$ cat src/rtl/imem_fetch_responder_pkg.sv
// Shared Y86 fetch definitions: icodes, status encodings, FSM states and length decode.
package imem_fetch_responder_pkg;

  localparam logic [3:0] I_HALT   = 4'h0;
  localparam logic [3:0] I_NOP    = 4'h1;
  localparam logic [3:0] I_RRMOVQ = 4'h2;
  localparam logic [3:0] I_IRMOVQ = 4'h3;
  localparam logic [3:0] I_RMMOVQ = 4'h4;
  localparam logic [3:0] I_MRMOVQ = 4'h5;
  localparam logic [3:0] I_OPQ    = 4'h6;
  localparam logic [3:0] I_JXX    = 4'h7;
  localparam logic [3:0] I_CALL   = 4'h8;
  localparam logic [3:0] I_RET    = 4'h9;
  localparam logic [3:0] I_PUSHQ  = 4'hA;
  localparam logic [3:0] I_POPQ   = 4'hB;

  localparam logic [0:3] STAT_AOK = 4'b1000;
  localparam logic [0:3] STAT_HLT = 4'b0100;
  localparam logic [0:3] STAT_ADR = 4'b0010;
  localparam logic [0:3] STAT_INS = 4'b0001;

  localparam int MAX_LEN = 10;

  typedef enum logic [1:0] {
    IDLE,
    FETCH,
    RESP
  } state_t;

  // Undefined icodes report length 1 so only the offending byte is returned.
  function automatic logic [3:0] icode_len(input logic [3:0] icode);
    case (icode)
      I_HALT, I_NOP, I_RET:              icode_len = 4'd1;
      I_RRMOVQ, I_OPQ, I_PUSHQ, I_POPQ:  icode_len = 4'd2;
      I_JXX, I_CALL:                     icode_len = 4'd9;
      I_IRMOVQ, I_RMMOVQ, I_MRMOVQ:      icode_len = 4'd10;
      default:                           icode_len = 4'd1;
    endcase
  endfunction

  function automatic logic icode_invalid(input logic [3:0] icode);
    return icode > I_POPQ;
  endfunction

endpackage

$ cat src/rtl/imem_fetch_responder_ilen_decode.sv
// Combinational Y86 instruction length decoder, shared with the fetch stage.
module y86_ilen_decode
  import imem_fetch_responder_pkg::*;
(
  input  logic [3:0] icode,
  output logic [3:0] len,
  output logic       ins_err
);

  assign len     = icode_len(icode);
  assign ins_err = icode_invalid(icode);

endmodule

$ cat src/rtl/imem_fetch_responder.sv
// Y86 instruction fetch responder: gathers up to ten bytes from a synchronous byte memory.
// Optional flush input is present when IMEM_FETCH_FLUSH_EN is defined.
module imem_fetch_responder
  import imem_fetch_responder_pkg::*;
#(
  parameter int MEM_BYTES = 1024,
  parameter int AW        = 10
) (
  input  logic          clk,
  input  logic          rst_n,
`ifdef IMEM_FETCH_FLUSH_EN
  input  logic          flush,
`endif
  input  logic          req_valid,
  output logic          req_ready,
  input  logic [63:0]   req_pc,
  output logic          mem_en,
  output logic [AW-1:0] mem_addr,
  input  logic [7:0]    mem_rdata,
  output logic          rsp_valid,
  input  logic          rsp_ready,
  output logic [0:79]   rsp_instr,
  output logic [3:0]    rsp_len,
  output logic [0:3]    rsp_stat
);

  localparam int CW = AW + 2;
  localparam logic [CW-1:0] MEM_END = CW'(MEM_BYTES);

  state_t        state_reg;
  logic [AW-1:0] pc_reg;
  logic [3:0]    issue_cnt_reg;
  logic [3:0]    recv_cnt_reg;
  logic [3:0]    icode_reg;
  logic          rd_valid_reg;
  logic [0:79]   instr_reg;
  logic [0:79]   instr_next;
  logic          rsp_valid_reg;
  logic [0:79]   rsp_instr_reg;
  logic [3:0]    rsp_len_reg;
  logic [0:3]    rsp_stat_reg;
  logic [0:3]    stat_next;

  logic          flush_i;
  logic [CW-1:0] pc_ext;
  logic [CW-1:0] issue_addr;
  logic [CW-1:0] avail;
  logic [CW-1:0] need;
  logic [3:0]    issue_len;
  logic [3:0]    len_lim;
  logic          issue_go;
  logic          byte0_now;
  logic [3:0]    dec_icode;
  logic [3:0]    dec_len;
  logic          dec_ins;
  logic          capture;
  logic [3:0]    recv_next;
  logic          done;
  logic          adr_err;

`ifdef IMEM_FETCH_FLUSH_EN
  assign flush_i = flush;
`else
  assign flush_i = 1'b0;
`endif

  assign req_ready = (state_reg == IDLE) && !flush_i;

  // Until byte 0 is captured only two bytes may be in flight (byte 1 is speculative).
  assign pc_ext     = {2'b00, pc_reg};
  assign issue_addr = pc_ext + CW'(issue_cnt_reg);
  assign issue_len  = icode_len(icode_reg);
  assign len_lim    = (recv_cnt_reg != 4'd0) ? issue_len : 4'd2;
  assign issue_go   = (state_reg == FETCH) && !flush_i &&
                      (issue_cnt_reg < len_lim) && (issue_addr < MEM_END);

  assign mem_en   = issue_go;
  assign mem_addr = issue_go ? issue_addr[AW-1:0] : '0;

  assign byte0_now = rd_valid_reg && (recv_cnt_reg == 4'd0);
  assign dec_icode = byte0_now ? mem_rdata[7:4] : icode_reg;

  y86_ilen_decode u_ilen (
    .icode   (dec_icode),
    .len     (dec_len),
    .ins_err (dec_ins)
  );

  assign capture   = (state_reg == FETCH) && !flush_i && rd_valid_reg && (recv_cnt_reg < dec_len);
  assign recv_next = recv_cnt_reg + 4'd1;
  assign avail     = MEM_END - pc_ext;
  assign need      = (CW'(dec_len) < avail) ? CW'(dec_len) : avail;
  assign done      = capture && (CW'(recv_next) >= need);
  assign adr_err   = (pc_ext + CW'(dec_len)) > MEM_END;

  always_comb begin
    stat_next = STAT_AOK;
    if (adr_err)
      stat_next = STAT_ADR;
    else if (dec_ins)
      stat_next = STAT_INS;
    else if (dec_icode == I_HALT)
      stat_next = STAT_HLT;
  end

  genvar gi;
  generate
    for (gi = 0; gi < MAX_LEN; gi++) begin : g_slot
      assign instr_next[8*gi +: 8] = (capture && (recv_cnt_reg == 4'(gi))) ?
                                     mem_rdata : instr_reg[8*gi +: 8];
    end
  endgenerate

  always_ff @(posedge clk or negedge rst_n) begin
    if (!rst_n) begin
      state_reg     <= IDLE;
      pc_reg        <= '0;
      issue_cnt_reg <= '0;
      recv_cnt_reg  <= '0;
      icode_reg     <= '0;
      rd_valid_reg  <= 1'b0;
      instr_reg     <= '0;
      rsp_valid_reg <= 1'b0;
      rsp_instr_reg <= '0;
      rsp_len_reg   <= '0;
      rsp_stat_reg  <= STAT_AOK;
    end else begin
      case (state_reg)
        IDLE: begin
          rd_valid_reg <= 1'b0;
          if (req_valid && req_ready) begin
            issue_cnt_reg <= '0;
            recv_cnt_reg  <= '0;
            icode_reg     <= '0;
            instr_reg     <= '0;
            if (req_pc < 64'(MEM_BYTES)) begin
              pc_reg    <= req_pc[AW-1:0];
              state_reg <= FETCH;
            end else begin
              state_reg     <= RESP;
              rsp_valid_reg <= 1'b1;
              rsp_instr_reg <= '0;
              rsp_len_reg   <= 4'd1;
              rsp_stat_reg  <= STAT_ADR;
            end
          end
        end
        FETCH: begin
          if (flush_i) begin
            state_reg    <= IDLE;
            rd_valid_reg <= 1'b0;
          end else begin
            rd_valid_reg <= issue_go;
            if (issue_go)
              issue_cnt_reg <= issue_cnt_reg + 4'd1;
            if (capture) begin
              instr_reg    <= instr_next;
              recv_cnt_reg <= recv_next;
              if (byte0_now)
                icode_reg <= mem_rdata[7:4];
            end
            if (done) begin
              state_reg     <= RESP;
              rsp_valid_reg <= 1'b1;
              rsp_instr_reg <= instr_next;
              rsp_len_reg   <= dec_len;
              rsp_stat_reg  <= stat_next;
            end
          end
        end
        RESP: begin
          rd_valid_reg <= 1'b0;
          if (flush_i || rsp_ready) begin
            state_reg     <= IDLE;
            rsp_valid_reg <= 1'b0;
            rsp_instr_reg <= '0;
            rsp_len_reg   <= '0;
            rsp_stat_reg  <= STAT_AOK;
          end
        end
        default: state_reg <= IDLE;
      endcase
    end
  end

  assign rsp_valid = rsp_valid_reg;
  assign rsp_instr = rsp_instr_reg;
  assign rsp_len   = rsp_len_reg;
  assign rsp_stat  = rsp_stat_reg;

endmodule

$ cat config.mk
export PLATFORM = sky130hd
export DESIGN_NAME = imem_fetch_responder
export DESIGN_NICKNAME = d
export VERILOG_FILES = /design/src/rtl/imem_fetch_responder_pkg.sv /design/src/rtl/imem_fetch_responder_ilen_decode.sv /design/src/rtl/imem_fetch_responder.sv
export SDC_FILE = /design/constraint.sdc
export NUM_CORES = 1
export LEC_CHECK = 0
export ABC_CLOCK_PERIOD_IN_PS = 8250
export CORE_UTILIZATION = 55
export CTS_BUF_LIST = sky130_fd_sc_hd__clkbuf_2 sky130_fd_sc_hd__clkbuf_4 sky130_fd_sc_hd__clkbuf_8
export DETAILED_ROUTE_END_ITERATION = 10
export PLACE_DENSITY = 0.82
export SYNTH_ARGS = -nofsm -noshare
export SYNTH_HDL_FRONTEND = slang
export SYNTH_SLANG_ARGS = --single-unit
$ cat constraint.sdc
create_clock -name clk -period 8.25 [get_ports clk]
set_input_delay 1.2375 -clock clk [delete_from_list [all_inputs] [get_ports clk]]
set_output_delay 1.2375 -clock clk [all_outputs]
set_load 0.005 [all_outputs]
[Yosys cells after proc, flatten, opt, wreduce, memory -nomap -nowiden]
Memories as Yosys holds them, arrays and structs flattened.
Index checks and enable logic that the tools add are counted.
Word-level totals
  register bits after elaboration: 194
  bits in read-only memories: 96
  memories kept: 2
Memories
  (no name shown): words 16, width 3, read ports 1, clocked after memory_dff 0, wr ports 0, RTL line imem_fetch_responder_pkg.sv:32  | case (icode)
  (no name shown): words 16, width 3, read ports 1, clocked after memory_dff 0, wr ports 0, RTL line imem_fetch_responder_pkg.sv:32
Cells by class
  add/sub/neg operators: 5
  order comparisons: 8
  equality and inequality tests: 17
  muxes and demuxes: 53
  reductions and logical operators: 30
Operators with widths (number)
  $mux W80: 6
  $pmux W80 S3: 1
  $pmux W80 S2: 1
  $mux W8: 10
  $mux W4: 17
  $lt A64 B11 Y1 const B: 1
  $pmux W4 S2: 3
  $pmux W4 S3: 2
  $add A10 B4 Y11: 2
  $logic_and A1 B1 Y1: 17
  $eq A4 B3 Y1 const B: 4
  $ge A4 B12 Y1: 1
  $lt A4 B12 Y1: 1
  $mux W12: 1
  $reduce_and A3 Y1: 4
  $sub A11 B10 Y12 const A: 1
  $gt A11 B11 Y1 const B: 1
  $lt A11 B11 Y1 const B: 1
  $mux W10: 1
  $ne A2 B2 Y1 const B: 5
  $add A4 B1 Y4 const B: 2
  $eq A4 B2 Y1 const B: 2
  $eq A4 B4 Y1 const B: 2
  $logic_not A4 Y1: 2
  other kinds (17): 25

[Longest topological paths before layout]
Gate-level depths: netlist of the first run.
An unclocked memory read counts as a cell.
  depth in word-level cells: 10
  mapped depth: 22
  depth with buffers taken out: 19

[Cells and area by module]
Synthesis of the first run repeated with hierarchy kept, for this count alone.
Second synthesis, totals
  cell total of the unflattened synthesis: 1139
  area, all modules: 10334.9 sq um
Modules (own cells, without submodules)
  imem_fetch_responder: times used 1, cells an instance 1129, area an instance 10269.8 sq um, seq. area each 4855.9 sq um
  y86_ilen_decode: times used 1, cells an instance 10, area an instance 65.1 sq um, seq. area each 0.0 sq um

[Least setup slack after synthesis of the first run]
OpenSTA, ideal clock, no wires.
  kind: input to register
  start: input port mem_rdata[6]
  end: register rsp_instr_reg (netlist bit rsp_instr[37])
  arrival time: 4.963 ns
  data required time: 8.125 ns
  setup slack: 3.162 ns
  cell stages on the path: 19
  buffers on the path: 4
  cells stage by stage: clkbuf_1 > nor2_1 > a211oi_4 > or2_2 > clkbuf_2 > ha_1 > or2_2 > a21oi_1 > o2111ai_1 > mux2_2 > ha_1 > nor2_1 > nor3b_1 > nand4_1 > o21ai_1 > and2_1 > buf_6 > buf_6 > mux2_2
Between the ends
  cells in the longest elaborated chain, start to end: 8
  elaborated cells between the ends (all ways): 14
  classes of those cells: 3 x order compare; 1 x eq/ne; 5 x mux; 4 x reduce/logical; 1 x memory
Ends and longest elaborated chain
  start: declaration: RTL line imem_fetch_responder.sv:19  | input logic [7:0] mem_rdata,
  $mux W4 (*)
  $mem_v2 Z16 W3 (*)
  $lt A4 B12 Y1 / $lt A4 B4 Y1 (equally long branches): RTL line imem_fetch_responder.sv:92, imem_fetch_responder.sv:89
  $mux W12 / $logic_and A1 B1 Y1 (equally long branches): RTL line imem_fetch_responder.sv:92, imem_fetch_responder.sv:89
  $ge A4 B12 Y1 / $logic_and A1 B1 Y1 (equally long branches): RTL line imem_fetch_responder.sv:93, imem_fetch_responder.sv:109
  $logic_and A1 B1 Y1 / $mux W8 (equally long branches): RTL line imem_fetch_responder.sv:93, imem_fetch_responder.sv:109
  $ne A2 B2 Y1 (no line) / $mux W80 (equally long branches)
  $reduce_and A5 Y1 (no line) / $pmux W80 S3 (equally long branches)
  end signal: assignment: RTL line imem_fetch_responder.sv:165  | rsp_instr_reg <= instr_next;
  end: declaration: RTL line imem_fetch_responder.sv:39  | logic [0:79] rsp_instr_reg;
Every way passes the cells marked *; elsewhere a longest branch is shown, timed or not. The select of a mux whose other input is x is not followed.
A chain may end at the register's enable or synchronous reset.

[Final worst setup path of the first run]
  start: input port mem_rdata[4]
  end: register rsp_instr_reg (netlist bit rsp_instr[57])
The elaborated chain is that of the path after synthesis.

==> metrics.txt, run 1 <==
PD cells between 100 and 150 mW/mm^2; WL final about 27000 um; HP Class register to register; initial core utilization 0.570; # DRC 0; largest net degree at the start of global routing 113; Post-Synthesis Cells around 1100; CP arrival 6.99 ns; Synth Flop Type dfrtp_1; mean post-synth cell area 9.73 um^2; Leak 0.00562 uW; sequential fraction of the synthesis area 0.447; area grow syn2layout 19.3%; Clk Latency, worst-skew pair between 0.4 and 0.5 ns; Req. time, crit path ~8.6 ns; Num CTS Buffers 17; total negative setup slack 0 ns; vias 8946; Sink Count 193; Design Area, Final between 0.01 and 0.015 mm^2; wire per inst 17.9 um; DRC violation total after the first TritonRoute iteration about 670; crit path max fanout 37; die area around 0.020 mm^2; Filler cells 1476; share of layout cells above drive strength 1 0.0919; remaining global-route overflow 0; Worst Skew roughly 0.020 ns; fmax 0.151 GHz; CTS Buffer Depth 2; die width approximately 140 um; # rows 50; synthesis-stage register bit count 193; # IOs ~180; CP cell instances clkdlybuf4s50_1, nor3_1, mux2i_1, a211oi_1, a21oi_1, inv_1, ha_1, nand2_1, a21oi_1, o2111ai_1, mux2_2, ha_1, nor2_1, nor3b_1, nand4_1, o21ai_1, and2_1, buf_4, mux2_2; Multi-input gate area ~0.0054 mm^2; Pins Over Slew Limit 0; number of buffers added on ports 175; clock slew at reported path FFs 0.10 ns; critical path launch point type input pin; placed cell area roughly 0.012 mm^2; DR vias/cell 6.01; Final period util 0.803; vias in the first global route approximately 8300; post-CTS setup buffer count 0; outcome finished, final reports clean; dpl hpwl about 18000 um; initial antenna violation count 0; most frequent cells in the layout nand2_1 (193), dfrtp_1 (192), clkdlybuf4s50_1 (174); synth unique cells 80; EDFF count, synth 0; ant diodes 0; CTS tree yes; NumNets Final 1321; first-pass GRT wire length 43300 um; Worst-Margin Slew 1.08 ns; CP endpoint kind register; RSZ-0062 raised after global routing no; WS Path Type input pin to register; Rel. slew slack 0.276; Synth Cell Area about 0.011 mm^2; register area just under 0.005 mm^2; Worst VDD drop 98.1 uV; Final Hold Fails 0; Hold Buf Count CTS 0; Post-synth ARST share 1.00; Post-Synthesis Net Count about 1200; commonest non-fill, non-tap cell in the layout nand2_1; Chip Height 142 um; H-tree depth 4; Max Cap Viol 0; final setup vio count 0; ANT nets after route 0; Ys Warns 0; Max stage delay on crit path 1.16 ns; Initial DRT Pass Iterations 7; fin crit period 6.63 ns; root buf cell clkbuf_8; core area ~0.019 mm^2; CTS resizes 0; final RePlAce weighted congestion ~0.90; Crit-path slowest cell clkdlybuf4s50_1; GRT Overall Usage 0.271
[per-stage QoR]
step           worst slack, ns  utilization  power, uW  cells  hold slack, ns
2_1_floorplan             3.16            -        979   1110           0.471
3_3_place_gp              1.52        0.658       1040   1457           0.471
3_5_place_dp              1.23        0.658       1040   1457           0.473
4_1_cts                   1.71        0.680       1680   1489           0.500
5_1_grt                   1.28        0.680       1730   1489           0.511
6_report                  1.62        0.680       1670   1489           0.497
[worst paths after layout]
path / startpoint / cells past startpoint / slack (ns) / end
setup reg to reg: recv_cnt_reg[0]$_DFFE_PN0P_ / 20 / 1.94 / rsp_instr[57]$_DFFE_PN0P_
max in group asynchronous: rst_n / 2 / 5.79 / instr_reg[57]$_DFFE_PN0P_
hold reg to reg: rsp_instr[38]$_DFFE_PN0P_ / 1 / 0.50 / rsp_instr[38]$_DFFE_PN0P_
setup / recovery: mem_rdata[4] / 19 / 1.62 / rsp_instr[57]$_DFFE_PN0P_
min in group asynchronous: rst_n / 1 / 0.88 / rsp_instr[4]$_DFFE_PN0P_
hold / removal: rsp_instr[38]$_DFFE_PN0P_ / 1 / 0.50 / rsp_instr[38]$_DFFE_PN0P_
[final cells by class]
type                    count  share of cell area
clock buffers              18              0.0187
clock inverters            14              0.0133
inverters                  18             0.00534
multi-input cells         799               0.419
flip-flops and latches    193               0.375
well taps                 260              0.0253
repair buffers            187               0.143
[routing by layer]
layer	GRT usage	part of all wire
met3	0.0373	0.055
met1	0.391	0.45
met4	0.0883	0.021
met2	0.422	0.47
met5	0	0
[worst max-delay path: cells and delay by family]
| family | cells | cell delay, ns |
|---|---|---|
| buf+inv | 3 | 1.71 |
| simple gates | 6 | 0.83 |
| fa+ha+maj | 2 | 0.57 |
| mux | 3 | 1.06 |
| compound gates | 5 | 1.56 |
[synthesized netlist by cell type (all sizes together), types with 4 or more instances]
library cell	instances	share of area
o2bb2ai	50	0.041
nor4	14	0.011
nor2	29	0.010
a21o	5	0.0035
a211oi	10	0.0093
nand3	21	0.0097
and3	5	0.0029
inv	17	0.0059
o31ai	4	0.0041
xor2	5	0.0041
nand2	193	0.067
clkbuf	55	0.019
ha	28	0.032
o21ai	94	0.044
xnor2	8	0.0065
a22oi	72	0.050
o211ai	10	0.0083
nand4	10	0.0058
buf	45	0.028
nor3b	4	0.0028
dfrtp	192	0.44
nand3b	7	0.0049
mux2	47	0.050
or2	7	0.0041
mux2i	53	0.049
nor2b	9	0.0052
a21oi	46	0.021
and2	8	0.0046
nor3	9	0.0042
[power breakdown]
part / total (uW) / internal (uW) / leakage, uW / switching [uW]
Combinational: 78.3 / 34.6 / 0.00277 / 43.7
Clock: 644 / 283 / 0.000205 / 361
Sequential: 945 / 945 / 0.00264 / 0
[cell families (layout without fill, tap and decap cells)]
kind of cell | after synthesis | count (layout) | synth area share
other | 1 | 1 | 0.000347
flip-flops | 193 | 193 | 0.447
AND/OR/NAND/NOR | 331 | 331 | 0.144
adder cells (fa/ha/maj) | 29 | 29 | 0.0343
multiplexers | 100 | 100 | 0.0995
XOR/XNOR | 13 | 13 | 0.0105
AO/OA/AOI/OAI | 325 | 325 | 0.211
buffers and inverters | 118 | 237 | 0.0531
No activity file was read; power rests on OpenSTA's default activity.
==> inputs of run 2 (changes only) <==
--- a/config.mk
+++ b/config.mk
@@ -5,7 +5,7 @@
 export SDC_FILE = /design/constraint.sdc
 export NUM_CORES = 1
 export LEC_CHECK = 0
-export ABC_CLOCK_PERIOD_IN_PS = 8250
+export ABC_CLOCK_PERIOD_IN_PS = 6650
 export CORE_UTILIZATION = 55
 export CTS_BUF_LIST = sky130_fd_sc_hd__clkbuf_2 sky130_fd_sc_hd__clkbuf_4 sky130_fd_sc_hd__clkbuf_8
 export DETAILED_ROUTE_END_ITERATION = 10
==> constraint.sdc (replaced) <==
create_clock -name clk -period 6.65 [get_ports clk]
set_input_delay 0.9975 -clock clk [delete_from_list [all_inputs] [get_ports clk]]
set_output_delay 0.9975 -clock clk [all_outputs]
set_load 0.005 [all_outputs]
==> run 2 against run 1 <==
Against the previous run:
- global-route usage grew 0.24 points
- clock skew shrank 0.0021 ns
- sequential power grew 24%
- final cell count grew 0.34%
- register-to-register slack lost 1.1 ns
- first-iteration DRC count grew 13%
- clock power grew 18%
- non-clock buffer count grew 5
- critical path type is now register to register
- critical endpoint is now rsp_instr[58]$_DFFE_PN0P_
- largest cell class unchanged
==> metrics.txt, run 2 (synthesized netlist as in run 1, its figures left out) <==
most used cell, CP ha_1; Logic pwr share 0.049; Num CTS Buffers 17; WL final 26700 um; dpl hpwl roughly 18000 um; Initial DRT Pass Iterations 6; number of buffers added on ports between 150 and 200; outcome finished, final reports clean; Reg power frac 0.577; cell-internal power 1520 uW; P_sw 516 uW; final setup vio count 0; r2r setup slk slightly below 0.8 ns; HP Class register to register; CTS Buffer Depth 2; Clk Latency, worst-skew pair 0.50 ns; final setup margin 0.794 ns; NumNets Final 1326; register area just under 0.005 mm^2; root buf cell clkbuf_8; vias in the first global route about 8400; commonest non-fill, non-tap cell in the layout nand2_1; ant diodes 0; Hold Buf Count CTS 0; Rel. slew slack 0.234; initial antenna violation count 0; ANT nets after route 0; fmax 0.171 GHz; pre-CTS setup slack 0.564 ns; # DRC 0; die area about 0.020 mm^2; Filler cells 1473; Max Cap Viol 0; Sink Count about 190; first-pass GRT wire length 43800 um; Worst VDD drop 154 uV; Final period util 0.881; final RePlAce weighted congestion 0.866; final std cells w/o fill 1494; final hold slack 0.496 ns; largest net degree at the start of global routing between 100 and 150; clock share of power 0.374; post-CTS setup buffer count 0; vias 8961; DR vias/cell 6.00; WS Path Type register to register; CP endpoint kind register; remaining global-route overflow 0; crit path max fanout 37; share of layout cells above drive strength 1 0.0956; initial core utilization 0.570; Switching Share 0.254; Worst Skew 0.0182 ns; # IOs 177; clock slew at reported path FFs 0.10 ns; Worst-Margin Slew around 1.1 ns; Req. time, crit path 7.03 ns; Pins Over Slew Limit 0; die width 142 um; Chip Height 142 um; RSZ-0062 raised after global routing no; CP cell instances inv_1, ha_1, nand4bb_1, mux2i_1, a211oi_1, a21oi_1, inv_1, ha_1, nand2_1, a21oi_1, o2111ai_1, mux2_2, ha_1, nor2_1, nor3b_1, nand4_1, o21ai_1, buf_4, and2_1, buf_4, mux2_2; Multi-input gate area 0.00540 mm^2; Final Hold Fails 0; most frequent cells in the layout nand2_1 (193), dfrtp_1 (192), clkdlybuf4s50_1 (174); critical path launch point type register; Leak 0.00563 uW; CP arrival 6.23 ns; CTS tree yes; Tot Pwr approximately 2000 uW; H-tree depth 4; wire per inst 17.9 um; Crit-path slowest cell nand4bb_1; CTS resizes 0; DRC violation total after the first TritonRoute iteration 755; Post-Place Cells 1462; GRT Overall Usage 0.273; area grow syn2layout 19.4%; total negative setup slack 0 ns; PD cells between 150 and 200 mW/mm^2; fin crit period a little under 6 ns; Max stage delay on crit path 0.53 ns; # rows 50; core area 0.0190 mm^2
run 2: power by group through the flow:
stage | Combinational [uW] | Sequential (uW) | Clock (uW)
global route | 108 | 1170 | 819
finish | 99.4 | 1170 | 760
floorplan | 19.0 | 1200 | 0
global placement | 98.9 | 1200 | 0
detailed placement | 100 | 1200 | 0
CTS | 100 | 1170 | 769
run 2: worst max-delay path: cells and delay by family, from the launching register on:
| kind | cells | cell delay (ns) |
|---|---|---|
| simple gates | 6 | 1.14 |
| flops | 1 | 0.49 |
| buf+inv | 4 | 0.90 |
| fa+ha+maj | 3 | 0.91 |
| compound gates | 5 | 1.06 |
| mux | 3 | 1.24 |
run 2: metal layers:
metal	part of all wire	routed length, um	global-route usage
met3	0.050	1340	0.0448
met4	0.015	408	0.0781
met1	0.46	12400	0.392
met5	0	0	0
met2	0.47	12600	0.427
run 2: path summary, 6_finish.rpt:
kind	from	end	cells after the start
worst max-delay path	recv_cnt_reg[0]$_DFFE_PN0P_	rsp_instr[58]$_DFFE_PN0P_	21
worst min-delay path	rsp_instr[79]$_DFFE_PN0P_	rsp_instr[79]$_DFFE_PN0P_	1
worst max register to register	recv_cnt_reg[0]$_DFFE_PN0P_	rsp_instr[58]$_DFFE_PN0P_	21
worst min register to register	rsp_instr[79]$_DFFE_PN0P_	rsp_instr[79]$_DFFE_PN0P_	1
max in group asynchronous	rst_n	instr_reg[55]$_DFFE_PN0P_	2
min in group asynchronous	rst_n	rsp_instr[7]$_DFFE_PN0P_	1
run 2: through the flow:
stage	cell area, um^2	utilization
after CTS	12900	0.680
after global placement	12500	0.660
after detailed placement	12500	0.660
after global routing	12900	0.680
after floorplan	10800	-
final	12900	0.680
run 2: layout make-up:
| type | instances | share of cell area |
|---|---|---|
| Inverter | 18 | 0.00534 |
| Clock buffer | 20 | 0.0209 |
| Multi-Input combinational cell | 799 | 0.419 |
| Timing Repair Buffer | 192 | 0.146 |
| Sequential cell | 193 | 0.375 |
| Clock inverter | 12 | 0.00922 |
| Tap cell | 260 | 0.0252 |
==> inputs of run 3 (changes only) <==
--- a/config.mk
+++ b/config.mk
@@ -6,10 +6,12 @@
 export NUM_CORES = 1
 export LEC_CHECK = 0
 export ABC_CLOCK_PERIOD_IN_PS = 6650
-export CORE_UTILIZATION = 55
+export CELL_PAD_IN_SITES_DETAIL_PLACEMENT = 0
+export CELL_PAD_IN_SITES_GLOBAL_PLACEMENT = 1
+export CORE_UTILIZATION = 43
 export CTS_BUF_LIST = sky130_fd_sc_hd__clkbuf_2 sky130_fd_sc_hd__clkbuf_4 sky130_fd_sc_hd__clkbuf_8
 export DETAILED_ROUTE_END_ITERATION = 10
-export PLACE_DENSITY = 0.82
+export PLACE_DENSITY_LB_ADDON = 0.1
 export SYNTH_ARGS = -nofsm -noshare
 export SYNTH_HDL_FRONTEND = slang
 export SYNTH_SLANG_ARGS = --single-unit
==> run 3 against run 2 <==
Against the previous run:
- sequential power about the same
- final cell count rose by 4.5%
- critical path depth increased by 1
- clock power increased by 4.6%
- sequential share of layout area down 0.42 points
- fmax rose by 4.0%
- die area grew 27%
- combinational power about the same
- power grew 1.8%
- critical path type unchanged
- largest power group unchanged
==> metrics.txt, run 3 (synthesized netlist as in run 1, its figures left out) <==
total negative setup slack 0 ns; final setup vio count 0; Req. time, crit path 7.02 ns; critical path buffer and inverter count 5; CTS tree yes; crit path max fanout 37; outcome finished, final reports clean; Min-Delay Startpoint rsp_instr[78]$_DFFE_PN0P_; CP endpoint kind register; final setup margin 1.02 ns; DR vias/cell 5.61; Crit-path slowest cell dfrtp_1; die area ~0.026 mm^2; Logic pwr share 0.049; Worst R2R End rsp_instr[61]$_DFFE_PN0P_; post-CTS setup buffer count 0; Hold Path Depth 1; final RePlAce weighted congestion 0.780; Worst-Margin Slew 1.14 ns; CP cell instances inv_1, ha_1, nand4bb_1, buf_4, mux2i_1, a211oi_1, a21oi_1, inv_1, ha_1, nand2_1, a21oi_1, o2111ai_1, mux2_2, ha_1, nor2_1, nor3b_1, nand4_1, o21ai_1, buf_4, and2_1, buf_4, mux2_2; die width 160 um; worst hold endpoint rsp_instr[78]$_DFFE_PN0P_; commonest non-fill, non-tap cell in the layout nand2_1; GRT Overall Usage 0.225; FF-to-FF path depth 22; pre-CTS setup slack 0.716 ns; Critical Path Stages 22; NumNets Final 1329; Final Hold Fails 0; PD cells 159 mW/mm^2; # IOs 177; remaining global-route overflow 0; Num CTS Buffers 17; Rel. slew slack 0.241; first-pass GRT wire length 46500 um; fin crit period about 5.6 ns; cell-internal power 1510 uW; Worst VDD drop 141 uV; Chip Height 160 um; # rows 57; CTS resizes 0; Switching Share 0.270; P_sw roughly 560 uW; dpl hpwl 18900 um; Post-Place Cells roughly 1500; most frequent cells in the layout nand2_1 (193), dfrtp_1 (192), clkdlybuf4s50_1 (174); initial antenna violation count 0; final std cells w/o fill 1561; largest net degree at the start of global routing between 80 and 90; RSZ-0062 raised after global routing no; share of layout cells above drive strength 1 0.0978; CTS Buffer Depth 2; initial core utilization 0.441; fmax 0.178 GHz; core area between 0.02 and 0.025 mm^2; Max Cap Viol 0; CP arrival around 6.0 ns; Final period util 0.847; CP top delay family buffers and inverters; vias 8764; # DRC 0; WL final 28500 um; Pins Over Slew Limit 0; r2r setup slk 1.02 ns; Reg power frac 0.567; Worst Skew about 0.026 ns; vias in the first global route 8247; WS Path Type register to register; area grow syn2layout 20.8%; Sink Count 193; HP Class register to register; ant diodes 0; H-tree depth 4; Max stage delay on crit path 0.53 ns; clock share of power 0.384; root buf cell clkbuf_8; Hold Buf Count CTS 0; clock slew at reported path FFs about 0.11 ns; DRC violation total after the first TritonRoute iteration 586; Leak between 0.005 and 0.006 uW; R2R Path Start recv_cnt_reg[0]$_DFFE_PN0P_; number of buffers added on ports 175; critical path launch point type register; wire per inst 18.3 um; crit path from recv_cnt_reg[0]$_DFFE_PN0P_; ANT nets after route 0; Clk Latency, worst-skew pair 0.48 ns; Initial DRT Pass Iterations 7
## run 3: cell types whose count changed in the layout (fill, tap and decap cells not counted), sizes merged
cell      change
buf           +3
clkbuf        -3
clkinv        +4
clkinvlp      -1
## run 3: routing by layer
metal,up-vias,global-route usage,part of all wire
li1,4261,-,-
met1,4305,0.334,0.49
met2,185,0.351,0.47
met3,13,0.0338,0.035
met4,0,0.0403,0.0073
met5,-,0,0
## run 3: area by class of cell
class,count,area [um^2]
sequential,193,4830
clock buffer,17,234
fill,2234,11400
multi-input combinational,799,5400
tap,324,405
clock inverter,15,185
inverter,18,68.8
timing repair buffer,195,1920
## run 3: stage by stage
step	hold WS, ns	cell area, um^2	utilization	total power (uW)
final	0.495	13000	0.533	2070
after global routing	0.509	13000	0.533	2150
after CTS	0.502	13000	0.533	2100
after detailed placement	0.472	12600	0.516	1300
after global placement	0.470	12600	0.516	1300
after floorplan	0.471	10800	-	1220
## run 3: worst register-to-register path, delay by kind of cell (launching register included)
kind | cells | cell delay, ns
buf+inv | 5 | 1.10
simple gates | 6 | 0.78
compound gates | 5 | 1.08
fa+ha+maj | 3 | 0.90
flops | 1 | 0.53
mux | 3 | 1.14
## run 3: worst max path at each step
stage                                end  slack (ns)
5_1_grt        rsp_instr[62]$_DFFE_PN0P_        0.56
4_1_cts        rsp_instr[58]$_DFFE_PN0P_        1.06
6_report       rsp_instr[61]$_DFFE_PN0P_        1.02
3_3_place_gp   rsp_instr[62]$_DFFE_PN0P_        0.85
2_1_floorplan  rsp_instr[37]$_DFFE_PN0P_        1.80
3_5_place_dp   rsp_instr[47]$_DFFE_PN0P_        0.72
## run 3: power by group through the flow
stage	Sequential (uW)	Combinational [uW]	Clock, uW
2_1_floorplan	1200	19.0	0
3_3_place_gp	1200	102	0
3_5_place_dp	1200	103	0
4_1_cts	1170	103	824
5_1_grt	1170	110	863
6_report	1170	101	795
